### config.mk
export PLATFORM = sky130hd
export DESIGN_NAME = operand_entry
export DESIGN_NICKNAME = d
export VERILOG_FILES = /design/src/rtl/operand_entry.sv
export SDC_FILE = /design/constraint.sdc
export NUM_CORES = 1
export LEC_CHECK = 0
export BUFFER_PORTS_ARGS = -buffer_cell sky130_fd_sc_hd__buf_4
export CAP_MARGIN = 5
export CORE_AREA = 2 2 45 47
export CTS_CLUSTER_SIZE = 20
export DETAILED_ROUTE_END_ITERATION = 8
export DIE_AREA = 0 0 47 49
export MAX_ROUTING_LAYER = met4
export PLACE_DENSITY = 0.78
export RECOVER_POWER = 50
export REMOVE_ABC_BUFFERS = 1
export SETUP_SLACK_MARGIN = 0.15
export SLEW_MARGIN = 10
export SYNTH_ARGS = -nofsm -noshare
export SYNTH_HDL_FRONTEND = slang
export SYNTH_SLANG_ARGS = --single-unit
### constraint.sdc
create_clock -name clock -period 1.65 [get_ports clock]
set_clock_uncertainty 0.15 [all_clocks]
set_input_delay 0.2475 -clock clock [delete_from_list [all_inputs] [get_ports clock]]
set_output_delay 0.2475 -clock clock [all_outputs]
set_load 0.03 [all_outputs]
### src/rtl/operand_entry.sv
// operand_entry
// Front-end input stage that turns a raw switch bank and a bouncing
// pushbutton into clean, stable operand pairs for the CPU.
//
// Each debounced button press captures the switch bank: the first press
// into in1, the second into in2. The pair is then held with
// operands_valid high until the CPU acknowledges it with consume.
//
// Ports:
//   clock          - system clock, rising edge active
//   reset_n        - asynchronous active-low reset
//   switches       - operand value from the switch bank
//   btn            - raw pushbutton, active-high, asynchronous, may bounce
//   consume        - one-cycle pulse: CPU has taken the current pair
//   clear          - synchronous abort of operand entry
//   in1, in2       - captured operands (registered)
//   operands_valid - high while in1/in2 hold a complete, unconsumed pair
//   entry_state    - FSM state: 00 WAIT_A, 01 WAIT_B, 10 READY
module operand_entry #(
  parameter int WIDTH           = 4,
  parameter int DEBOUNCE_CYCLES = 4,
  parameter int CNT_W           = 3
) (
  input  logic             clock,
  input  logic             reset_n,
  input  logic [WIDTH-1:0] switches,
  input  logic             btn,
  input  logic             consume,
  input  logic             clear,
  output logic [WIDTH-1:0] in1,
  output logic [WIDTH-1:0] in2,
  output logic             operands_valid,
  output logic [1:0]       entry_state
);

  typedef enum logic [1:0] {
    WAIT_A = 2'b00,
    WAIT_B = 2'b01,
    READY  = 2'b10
  } entryState_t;

  localparam logic [CNT_W-1:0] CntMax = CNT_W'(DEBOUNCE_CYCLES - 1);

  logic             syncMeta_q;
  logic             syncOut_q;
  logic             stable_q, stable_d;
  logic [CNT_W-1:0] cnt_q, cnt_d;
  entryState_t      state_q, state_d;
  logic [WIDTH-1:0] in1_q, in1_d;
  logic [WIDTH-1:0] in2_q, in2_d;
  logic             valid_q, valid_d;

  logic bS;
  logic cntAtMax;
  logic press;

  assign bS       = syncOut_q;
  assign cntAtMax = (cnt_q == CntMax);

  // A press is the last cycle of a qualifying low-to-high run: stable will
  // rise on this edge, so the event fires exactly once per debounced press.
  assign press = bS && !stable_q && cntAtMax;

  // Two-flop synchroniser bringing the asynchronous button into the clock
  // domain before any decision is made on it.
  always_ff @(posedge clock or negedge reset_n) begin
    if (!reset_n) begin
      syncMeta_q <= 1'b0;
      syncOut_q  <= 1'b0;
    end else begin
      syncMeta_q <= btn;
      syncOut_q  <= syncMeta_q;
    end
  end

  // Debounce: the synchronised level must differ from the accepted level
  // for DEBOUNCE_CYCLES consecutive cycles before it is adopted. Any return
  // to the accepted level restarts the count.
  always_comb begin
    stable_d = stable_q;
    cnt_d    = cnt_q;
    if (bS == stable_q) begin
      cnt_d = '0;
    end else if (cntAtMax) begin
      stable_d = bS;
      cnt_d    = '0;
    end else begin
      cnt_d = cnt_q + 1'b1;
    end
  end

  always_ff @(posedge clock or negedge reset_n) begin
    if (!reset_n) begin
      stable_q <= 1'b0;
      cnt_q    <= '0;
    end else begin
      stable_q <= stable_d;
      cnt_q    <= cnt_d;
    end
  end

  // Entry FSM, priority clear > consume > press. A press arriving together
  // with clear or consume is simply dropped. The unused encoding recovers
  // to WAIT_A with valid low.
  always_comb begin
    state_d = state_q;
    in1_d   = in1_q;
    in2_d   = in2_q;
    valid_d = valid_q;
    if (clear) begin
      in1_d   = '0;
      in2_d   = '0;
      valid_d = 1'b0;
      state_d = WAIT_A;
    end else begin
      case (state_q)
        WAIT_A: begin
          if (press) begin
            in1_d   = switches;
            state_d = WAIT_B;
          end
        end
        WAIT_B: begin
          if (press) begin
            in2_d   = switches;
            valid_d = 1'b1;
            state_d = READY;
          end
        end
        READY: begin
          if (consume) begin
            valid_d = 1'b0;
            state_d = WAIT_A;
          end
        end
        default: begin
          valid_d = 1'b0;
          state_d = WAIT_A;
        end
      endcase
    end
  end

  always_ff @(posedge clock or negedge reset_n) begin
    if (!reset_n) begin
      state_q <= WAIT_A;
      in1_q   <= '0;
      in2_q   <= '0;
      valid_q <= 1'b0;
    end else begin
      state_q <= state_d;
      in1_q   <= in1_d;
      in2_q   <= in2_d;
      valid_q <= valid_d;
    end
  end

  assign in1            = in1_q;
  assign in2            = in2_q;
  assign operands_valid = valid_q;
  assign entry_state    = state_q;

endmodule

Word level (Yosys, flattened, before mapping)
Index checks and enable logic that the tools add are counted.

storage, ports and cells
  memories kept = 0
  word-level logic and storage cells = 46
  bits in latches = 0
  RAM bits = 0
  output and inout bits = 11
  register bits after elaboration = 17
  input bits = 9
  ROM bits = 0

cells by class
  bitwise logic cells = 1
  multipliers = 0
  shift-type cells = 0
  equal/unequal tests = 8
  add/subtract/negate cells = 1
  div/mod/pow operators = 0
  multiplexer cells = 16
  $lt $le $gt $ge = 0
  reductions and logical operators = 12

operators with widths
  kind                   number
  $mux W4                5
  $ne A3 B3 Y1 const B   3
  $mux W2                4
  $mux W3                2
  $pmux W2 S3            1
  $reduce_and A2 Y1      3
  $reduce_and A3 Y1      2
  $reduce_bool A2 Y1     3
  $add A3 B1 Y3 const B  1
  $eq A3 B2 Y1 const B   1
  $mux W1                3
  $pmux W1 S3            1
  $eq A2 B1 Y1 const B   1
  $eq A2 B2 Y1 const B   1
  $logic_and A1 B1 Y1    2
  $logic_not A2 Y1       1
  $ne A2 B2 Y1 const B   1
  $eq A1 B1 Y1           1
  $logic_not A1 Y1       1
  $not A1 Y1             1

Longest topological paths before layout
Gate-level depths: netlist of run 1.

  depth after elaboration = 6
  gate-level depth with buffers = 6
  mapped depth without buffers = 5

Worst setup path before layout of run 1
No wires, ideal clock.

  path kind = reg2reg
  start = register stable_q
  end = register in2_q[0] (netlist: in2[0])
  path slack = 0.079 ns
  path buffers = 1
  period minus slack after synthesis = 1.571 ns
  stages on the path, launching flop included = 7
  required time = 1.377 ns
  data arrival time = 1.298 ns
  library setup time = 0.123 ns
  path through = dfrtp_1 -> inv_1 -> ha_1 -> nand3b_4 -> or3b_1 -> buf_6 -> mux2i_1

on the way
  word-level cells in the longest chain between the ends = 5

RTL lines
  element                           RTL line  source
  start: declaration                46        logic stable_q, stable_d;
  start signal: assignment          97        stable_q <= stable_d;
  $logic_not A1 Y1                  62        assign press = bS && !stable_q && cntAtMax;
  $logic_and A1 B1 Y1 (2 in a row)  62
  $reduce_bool A2 Y1 (no line)      -
  $reduce_and A2 Y1 (no line)       -
  end signal: assignment            153       in2_q <= in2_d;
  end: declaration                  50        logic [WIDTH-1:0] in2_q, in2_d;

No other way between the ends.
A chain may end at the register's enable or synchronous reset.

Worst setup path after layout of run 1
  start = register stable_q
  end = register in2_q[3] (netlist: in2[3])

The elaborated chain is that of the path after synthesis.

==> results of run 1 <==
-- cell type report --
cell class,count,area [µm²]
Clock buffer,4,26.28
Fill cell,173,820.8
Inverter,1,3.754
Multi-Input combinational cell,39,335.3
Sequential cell,17,425.4
Tap cell,27,33.78
Timing Repair Buffer,25,196.4
-- per-stage QoR --
stage	setup TNS, ns	cells
after global placement	0	105
after CTS	0	113
after floorplan	0	57
after global routing	0	113
after detailed placement	-0.01385	105
final	0	113
-- metal layers --
metal  routed length [µm]  vias up  share of wire (%)
met4                   27        0                2.0
met5                    0        -                  0
met3                   52        2                3.8
li1                     -      253                  -
met1                  604      241                 44
met2                  686       13                 50
-- what timing repair did --
item                                   4_1_cts  5_1_grt
gates resized for setup                      9        1
pin swaps                                    3        0
setup endpoints to repair                   11       12
buffers inserted                             2        0
hold buffers                                 2        0
endpoints found under the hold margin       18        0
cloned                                       0        0
-- where the power goes --
part | switching, µW | internal [µW] | leakage, µW
Sequential | 31.2 | 457 | 0.000229
Combinational | 98.2 | 122 | 0.000268
Clock | 121 | 93.7 | 0.0000150
Total | 250 | 674 | 0.000511
-- flip-flops by register name, summed over array words and instances, names as in the netlist --
name            cells
stable_q            1
operands_valid      1
entry_state         2
bS                  1
syncMeta_q          1
in1                 4
cnt_q               3
in2                 4
-- logic make-up after synthesis --
logic type               Yosys count  share of synthesized area [%]
adder cells (fa/ha/maj)            2                          3.355
AND/OR/NAND/NOR                   24                          21.64
XOR/XNOR                           1                          1.175
buffers and inverters              3                          2.516
flip-flops                        17                          57.05
AO/OA/AOI/OAI                      3                          2.013
multiplexers                       9                          12.25
-- placed cells by master, fill, tap and decap left out, types with 4 or more instances in the layout --
| cell type | netlist | final |
|---|---|---|
| sky130_fd_sc_hd__buf_4 | 0 | 19 |
| sky130_fd_sc_hd__mux2i_1 | 8 | 8 |
| sky130_fd_sc_hd__dfrtp_1 | 17 | 17 |
| sky130_fd_sc_hd__nand2b_1 | 12 | 12 |
| sky130_fd_sc_hd__clkbuf_4 | 0 | 4 |
-- critical path, cell delays in order, from the launching register on --
cell and delay, ns:
sky130_fd_sc_hd__dfrtp_1 0.38, sky130_fd_sc_hd__inv_1 0.06, sky130_fd_sc_hd__ha_2 0.18, sky130_fd_sc_hd__nand3b_4 0.08, sky130_fd_sc_hd__or3b_4 0.44, sky130_fd_sc_hd__mux2i_1 0.14
-- worst min path at each step --
stage	from	to	slack, ns	cells after the start
after global placement	reset_n	cnt_q[2]	-0.03	1
after floorplan	reset_n	bS	-0.20	0
after CTS	clear	entry_state[1]	0.04	2
final	clear	operands_valid	0.05	2
after global routing	clear	operands_valid	0.04	2
after detailed placement	reset_n	cnt_q[1]	-0.03	1
==> results.rst, run 1 <==
.. list-table::
   :header-rows: 1

   * - Metric
     - Value
   * - CP Max Fanout
     - 6
   * - Min setup slack post-route
     - 0.1005 ns
   * - DIE HEIGHT
     - 49 µm
   * - Worst hold slack after final layout
     - 0.05165 ns
   * - I/O pins
     - 20
   * - Pin slew with the least headroom to its limit
     - 0.9244 ns
   * - Routability cong.
     - 0.7023
   * - Routed Antenna Nets
     - 0
   * - Drt pass-1 iters
     - 4
   * - Fin. Hold Viols
     - 0
   * - Static leakage power
     - 0.0005112 µW
   * - Residual overflow from global routing
     - 0
   * - X dimension of the die
     - 47 µm
   * - Share of final-layout standard cells stronger than drive strength 1
     - 39.53%
   * - Final number of max-transition violations
     - 0
   * - Final Util
     - 55.43%
   * - Required time of the worst setup path
     - 1.67 ns
   * - Final routed DRC violation total
     - 0
   * - Clock root buffer
     - sky130_fd_sc_hd__clkbuf_4
   * - CTS Buf Count
     - 3
   * - Netlist Area Pre-Place
     - 745.7 µm²
   * - Number of buffers on the longest clock path
     - 2
   * - Min Tclk post-route
     - 1.549 ns
   * - Wire length of the first global-routing pass
     - 2318 µm
   * - Setup crit start kind
     - flip-flop
   * - Total wire length after detailed routing
     - 1369 µm
   * - Clock tree from TritonCTS
     - done
   * - Worst setup endpoint
     - in2[3]
   * - Clock latency reported for the late side of the worst-skew pair
     - 0.28 ns
   * - Placement Setup Slack
     - -0.008282 ns
   * - Area Overhead vs Synth
     - 36.91%
   * - Maximum level of the CTS H-tree
     - 1
   * - Net count, final
     - 98
   * - Worst slew margin relative to its limit
     - 38.37%
   * - Number of distinct library cell variants in the gate-level netlist after synthesis
     - 19
   * - Via count of the routed design
     - 509
   * - Power per cell area
     - 904.7 mW/mm²
   * - Cell area after placement
     - 922.1 µm²
   * - Worst reg2reg path startpoint
     - stable_q
   * - Busiest metal layer after global routing
     - met2
   * - EDFF count, synth
     - 0
   * - Row cnt
     - 16
   * - Ranking of synthesized cells by instance count
     - sky130_fd_sc_hd__dfrtp_1 (17), sky130_fd_sc_hd__nand2b_1 (12), sky130_fd_sc_hd__mux2i_1 (8)
   * - Highest clock frequency the design can meet
     - 645.4 MHz
   * - Setup repair after global routing missed its margin
     - true
   * - Worst reg2reg setup slack
     - 0.10 ns
   * - Path category of the worst min-delay check
     - in2reg
   * - MaxCap Viol Count
     - 0
   * - Critical Setup Path Class
     - reg2reg
   * - Arr. time, crit path
     - 1.57 ns
   * - CTS clock-pin slew for the worst setup and hold paths
     - 0.09 ns
   * - Overall track demand over capacity in global routing
     - 14.85%
   * - Post-route cell area
     - 0.001021 mm²
   * - Total power of the final layout
     - 923.7 µW
   * - Count of buffers inserted at the top-level ports
     - 19
   * - Fraction of synthesized cell area taken by the top area cell type
     - 57.05%
   * - Final cycle utilization of the critical path
     - 93.91%
   * - M1 GR Usage
     - 18.27%
   * - Diodes inserted
     - 0
   * - WL per Instance
     - 12.12 µm
   * - Met3 routing resource usage after global routing
     - 1.111%
   * - Core ar.
     - 0.001842 mm²
   * - Beginning of the critical path
     - stable_q
   * - Avg Inst Size Synth
     - 12.64 µm²
   * - Area contributors post-synth
     - sky130_fd_sc_hd__dfrtp_1 (57%), sky130_fd_sc_hd__mux2i_1 (11%), sky130_fd_sc_hd__nand2b_1 (10%)
   * - RR Endpoint
     - in2[3]
   * - Clock sink total
     - 17
   * - Half-perimeter wire length of the detailed placement result
     - 924.7 µm
   * - Total number of yosys warnings
     - 0
   * - Met2 GRT Util
     - 22.60%
   * - Final setup violation count
     - 0
   * - Cell count after synthesis
     - 59
   * - Worst-case vdd ir drop
     - 0.4614 mV
   * - Post-DR vias/cell
     - 4.504
   * - Asr flop ratio synth
     - 100.0%
   * - Sort of element at the end of the critical path
     - flip-flop
   * - Dominant register cell in the synthesized netlist
     - sky130_fd_sc_hd__dfrtp_1
   * - Die outline area
     - 0.002303 mm²
   * - Most frequent cell after synthesis
     - sky130_fd_sc_hd__dfrtp_1
   * - Largest net degree at the start of global routing
     - 18
   * - Antenna violations before repair
     - 0
   * - Post-synthesis sequential area ratio
     - 57.05%
   * - Run status
     - complete, no violations
   * - Worst reg-to-reg path cell count
     - 5
   * - Starting Density
     - 40.49%
   * - Number of design-rule violations left by the first detailed-router iteration
     - 3
   * - Number of global-route vias before repair
     - 532
   * - Cell taking the most area after synthesis
     - sky130_fd_sc_hd__dfrtp_1
   * - Post-synthesis register bit count
     - 17
(Power assumes the default switching activity.)
==> run 2: changes to the inputs <==
--- a/config.mk
+++ b/config.mk
@@ -12,7 +12,7 @@
 export DETAILED_ROUTE_END_ITERATION = 8
 export DIE_AREA = 0 0 47 49
 export MAX_ROUTING_LAYER = met4
-export PLACE_DENSITY = 0.78
+export PLACE_DENSITY = 0.71
 export RECOVER_POWER = 50
 export REMOVE_ABC_BUFFERS = 1
 export SETUP_SLACK_MARGIN = 0.15
==> run 2 against run 1 <==
  * Final cell count stayed put
  * Register-to-register slack barely moved
  * Critical path depth stayed put
  * Via count is 4.5% higher
  * Critical endpoint unchanged
  * Largest cell class unchanged
  * Power grew 0.76%
  * Sequential power about the same
  * Wire length down 2.7%
==> results.rst, run 2 (same netlist as run 1, synthesis figures left out) <==
.. list-table::
   :header-rows: 1

   * - Metric
     - Value
   * - Final routed DRC violation total
     - 0 (unchanged)
   * - WL per Instance
     - 11.79 µm (-2.7%)
   * - Area Overhead vs Synth
     - 36.91% (unchanged)
   * - Overall track demand over capacity in global routing
     - 14.33% (-0.52 points)
   * - Total wire length after detailed routing
     - 1332 µm (-2.7%)
   * - Static leakage power
     - 0.0005217 µW (+2.1%)
   * - Routability cong.
     - 0.7089 (+0.94%)
   * - CP Max Fanout
     - 6 (unchanged)
   * - Beginning of the critical path
     - stable_q
   * - Placement Setup Slack
     - -0.009343 ns (-0.001061 ns)
   * - Post-DR vias/cell
     - 4.708 (+4.5%)
   * - Net switching component of the power
     - 260.3 µW (+4.0%)
   * - MaxCap Viol Count
     - 0 (unchanged)
   * - Crit path cell chain
     - inv_1, ha_2, nand3b_4, or3b_4, mux2i_1
   * - I/O pins
     - 20 (unchanged)
   * - Residual overflow from global routing
     - 0 (unchanged)
   * - Share of power burned in registers
     - 52.4% (-0.5 points)
   * - Run status
     - complete, no violations
   * - Core ar.
     - 0.001842 mm² (unchanged)
   * - Worst-case vdd ir drop
     - 0.4061 mV (-12%)
   * - Via count of the routed design
     - 532 (+4.5%)
   * - Min setup slack post-route
     - 0.1112 ns (+0.01066 ns)
   * - Cell count after placement
     - 105 (unchanged)
   * - Clock tree from TritonCTS
     - done
   * - Largest net degree at the start of global routing
     - 18 (unchanged)
   * - Post-Route Setup TNS
     - 0 ns (unchanged)
   * - Maximum level of the CTS H-tree
     - 1 (unchanged)
   * - Diodes inserted
     - 0 (unchanged)
   * - Final Util
     - 55.43% (unchanged)
   * - CP peak stage delay
     - 0.43 ns (about the same)
   * - Gate power share
     - 23.6% (-0.3 points)
   * - Worst min-delay path startpoint
     - clear
   * - Switching portion of total power
     - 27.97% (+0.88 points)
   * - Setup crit start kind
     - flip-flop
   * - Power per cell area
     - 911.6 mW/mm² (+0.76%)
   * - Setup repair after global routing missed its margin
     - true
   * - Internal Pwr Total
     - 670.4 µW (-0.46%)
   * - Routed Antenna Nets
     - 0 (unchanged)
   * - Starting Density
     - 40.49% (unchanged)
   * - CTS clock-pin slew for the worst setup and hold paths
     - 0.10 ns (about the same)
   * - Net count, final
     - 98 (unchanged)
   * - Clock latency reported for the late side of the worst-skew pair
     - 0.29 ns (about the same)
   * - Worst slew margin relative to its limit
     - 37.12% (-1.2 points)
   * - Number of buffers on the longest clock path
     - 2 (unchanged)
   * - Portion of total power attributed to the clock network
     - 24.0% (+0.8 points)
   * - Arr. time, crit path
     - 1.58 ns (about the same)
   * - Critical Setup Path Class
     - reg2reg
   * - CTS Buf Count
     - 3 (unchanged)
   * - DIE HEIGHT
     - 49 µm (unchanged)
   * - X dimension of the die
     - 47 µm (unchanged)
   * - Required time of the worst setup path
     - 1.69 ns (+0.02 ns)
   * - Drt pass-1 iters
     - 3 (-1)
   * - Number of design-rule violations left by the first detailed-router iteration
     - 5 (+2)
   * - Path category of the worst min-delay check
     - in2reg
   * - Highest clock frequency the design can meet
     - 649.8 MHz (+0.69%)
   * - Number of global-route vias before repair
     - 518 (-2.6%)
   * - Final setup violation count
     - 0 (unchanged)
   * - Fin. Hold Viols
     - 0 (unchanged)
   * - Count of non-filler cells in the finished layout
     - 113 (unchanged)
   * - Sort of element at the end of the critical path
     - flip-flop
   * - Cell type of the slowest stage on the worst timing path
     - sky130_fd_sc_hd__or3b_4
   * - Clock root buffer
     - sky130_fd_sc_hd__clkbuf_4
   * - Count of buffers inserted at the top-level ports
     - 19 (unchanged)
   * - Antenna violations before repair
     - 0 (unchanged)
   * - Final cycle utilization of the critical path
     - 93.26% (-0.65 points)
   * - Filler Cell Count
     - 173 (unchanged)
   * - Die outline area
     - 0.002303 mm² (unchanged)
   * - Final number of max-transition violations
     - 0 (unchanged)
   * - Worst reg2reg setup slack
     - 0.11 ns (about the same)
   * - Most used cells in the layout excluding fill and tap cells
     - sky130_fd_sc_hd__buf_4 (19), sky130_fd_sc_hd__dfrtp_1 (17), sky130_fd_sc_hd__nand2b_1 (12)
   * - Wire length of the first global-routing pass
     - 2201 µm (-5.0%)
   * - Worst reg2reg path startpoint
     - stable_q
   * - Most common cell after layout, fill and taps aside
     - sky130_fd_sc_hd__buf_4
   * - Pin slew with the least headroom to its limit
     - 0.9431 ns (+0.01869 ns)
   * - Min Tclk post-route
     - 1.539 ns (-0.01066 ns)
   * - Share of final-layout standard cells stronger than drive strength 1
     - 40.70% (+1.2 points)
   * - Clock sink total
     - 17 (unchanged)
   * - Worst hold slack after final layout
     - 0.04157 ns (-0.01009 ns)
   * - Row cnt
     - 16 (unchanged)
[run 2: changes by cell type in the layout (fill, tap and decap cells not counted), sizes merged]
cell	before	now
clkbuf	6	5
clkinv	0	1
[run 2: through the flow]
stage | power [µW] | instance area, µm²
finish | 930.7 | 1021
global route | 983.3 | 1021
CTS | 925.9 | 1001
detailed placement | 664.1 | 922.1
global placement | 656.3 | 922.1
floorplan | 599.2 | 730.7
[run 2: critical path: cells and delay by family, from the launching register on]
| family | cells | cell delay (ns) |
|---|---|---|
| fa+ha+maj | 1 | 0.18 |
| buf+inv | 1 | 0.06 |
| flops | 1 | 0.39 |
| mux | 1 | 0.14 |
| simple gates | 2 | 0.51 |
[run 2: worst paths after layout]
check | end | cells past startpoint
min in group asynchronous | in1[3] | 2
worst max register to register | in2[3] | 5
worst min register to register | bS | 0
worst max-delay path | in2[3] | 5
worst min-delay path | entry_state[0] | 2
max in group asynchronous | entry_state[0] | 2
[run 2: final cells by class]
| type | count | area [µm²] | share of cell area, % |
|---|---|---|---|
| Tap cell | 27 | 33.78 | 3.309 |
| Clock buffer | 3 | 22.52 | 2.206 |
| Multi-Input combinational cell | 39 | 334.1 | 32.72 |
| Inverter | 1 | 3.754 | 0.3676 |
| Clock inverter | 1 | 5.005 | 0.4902 |
| Timing Repair Buffer | 25 | 196.4 | 19.24 |
| Sequential cell | 17 | 425.4 | 41.67 |
[run 2: layer usage]
metal,GRT usage (%),wire length (µm),vias to the layer above
met2,21.00,670,14
met5,-,0,-
met4,9.722,36,0
met1,16.83,569,261
li1,-,-,253
met3,3.333,57,4
[run 2: what timing repair did]
item / in CTS / in global routing
pin swaps: 3 / 1
setup buffers: 1 / 1
gates resized for setup: 6 / 3
setup endpoints to repair: 11 / 12
endpoints found under the hold margin: 18 / 0
hold buffers: 2 / 0
[run 2: power by group through the flow]
stage / sequential [µW] / clock (µW) / combinational (µW)
final: 488 / 224 / 219
after global routing: 491 / 250 / 242
after CTS: 488 / 236 / 202
after detailed placement: 488 / 0 / 176
after global placement: 485 / 0 / 171
after floorplan: 496 / 0 / 103
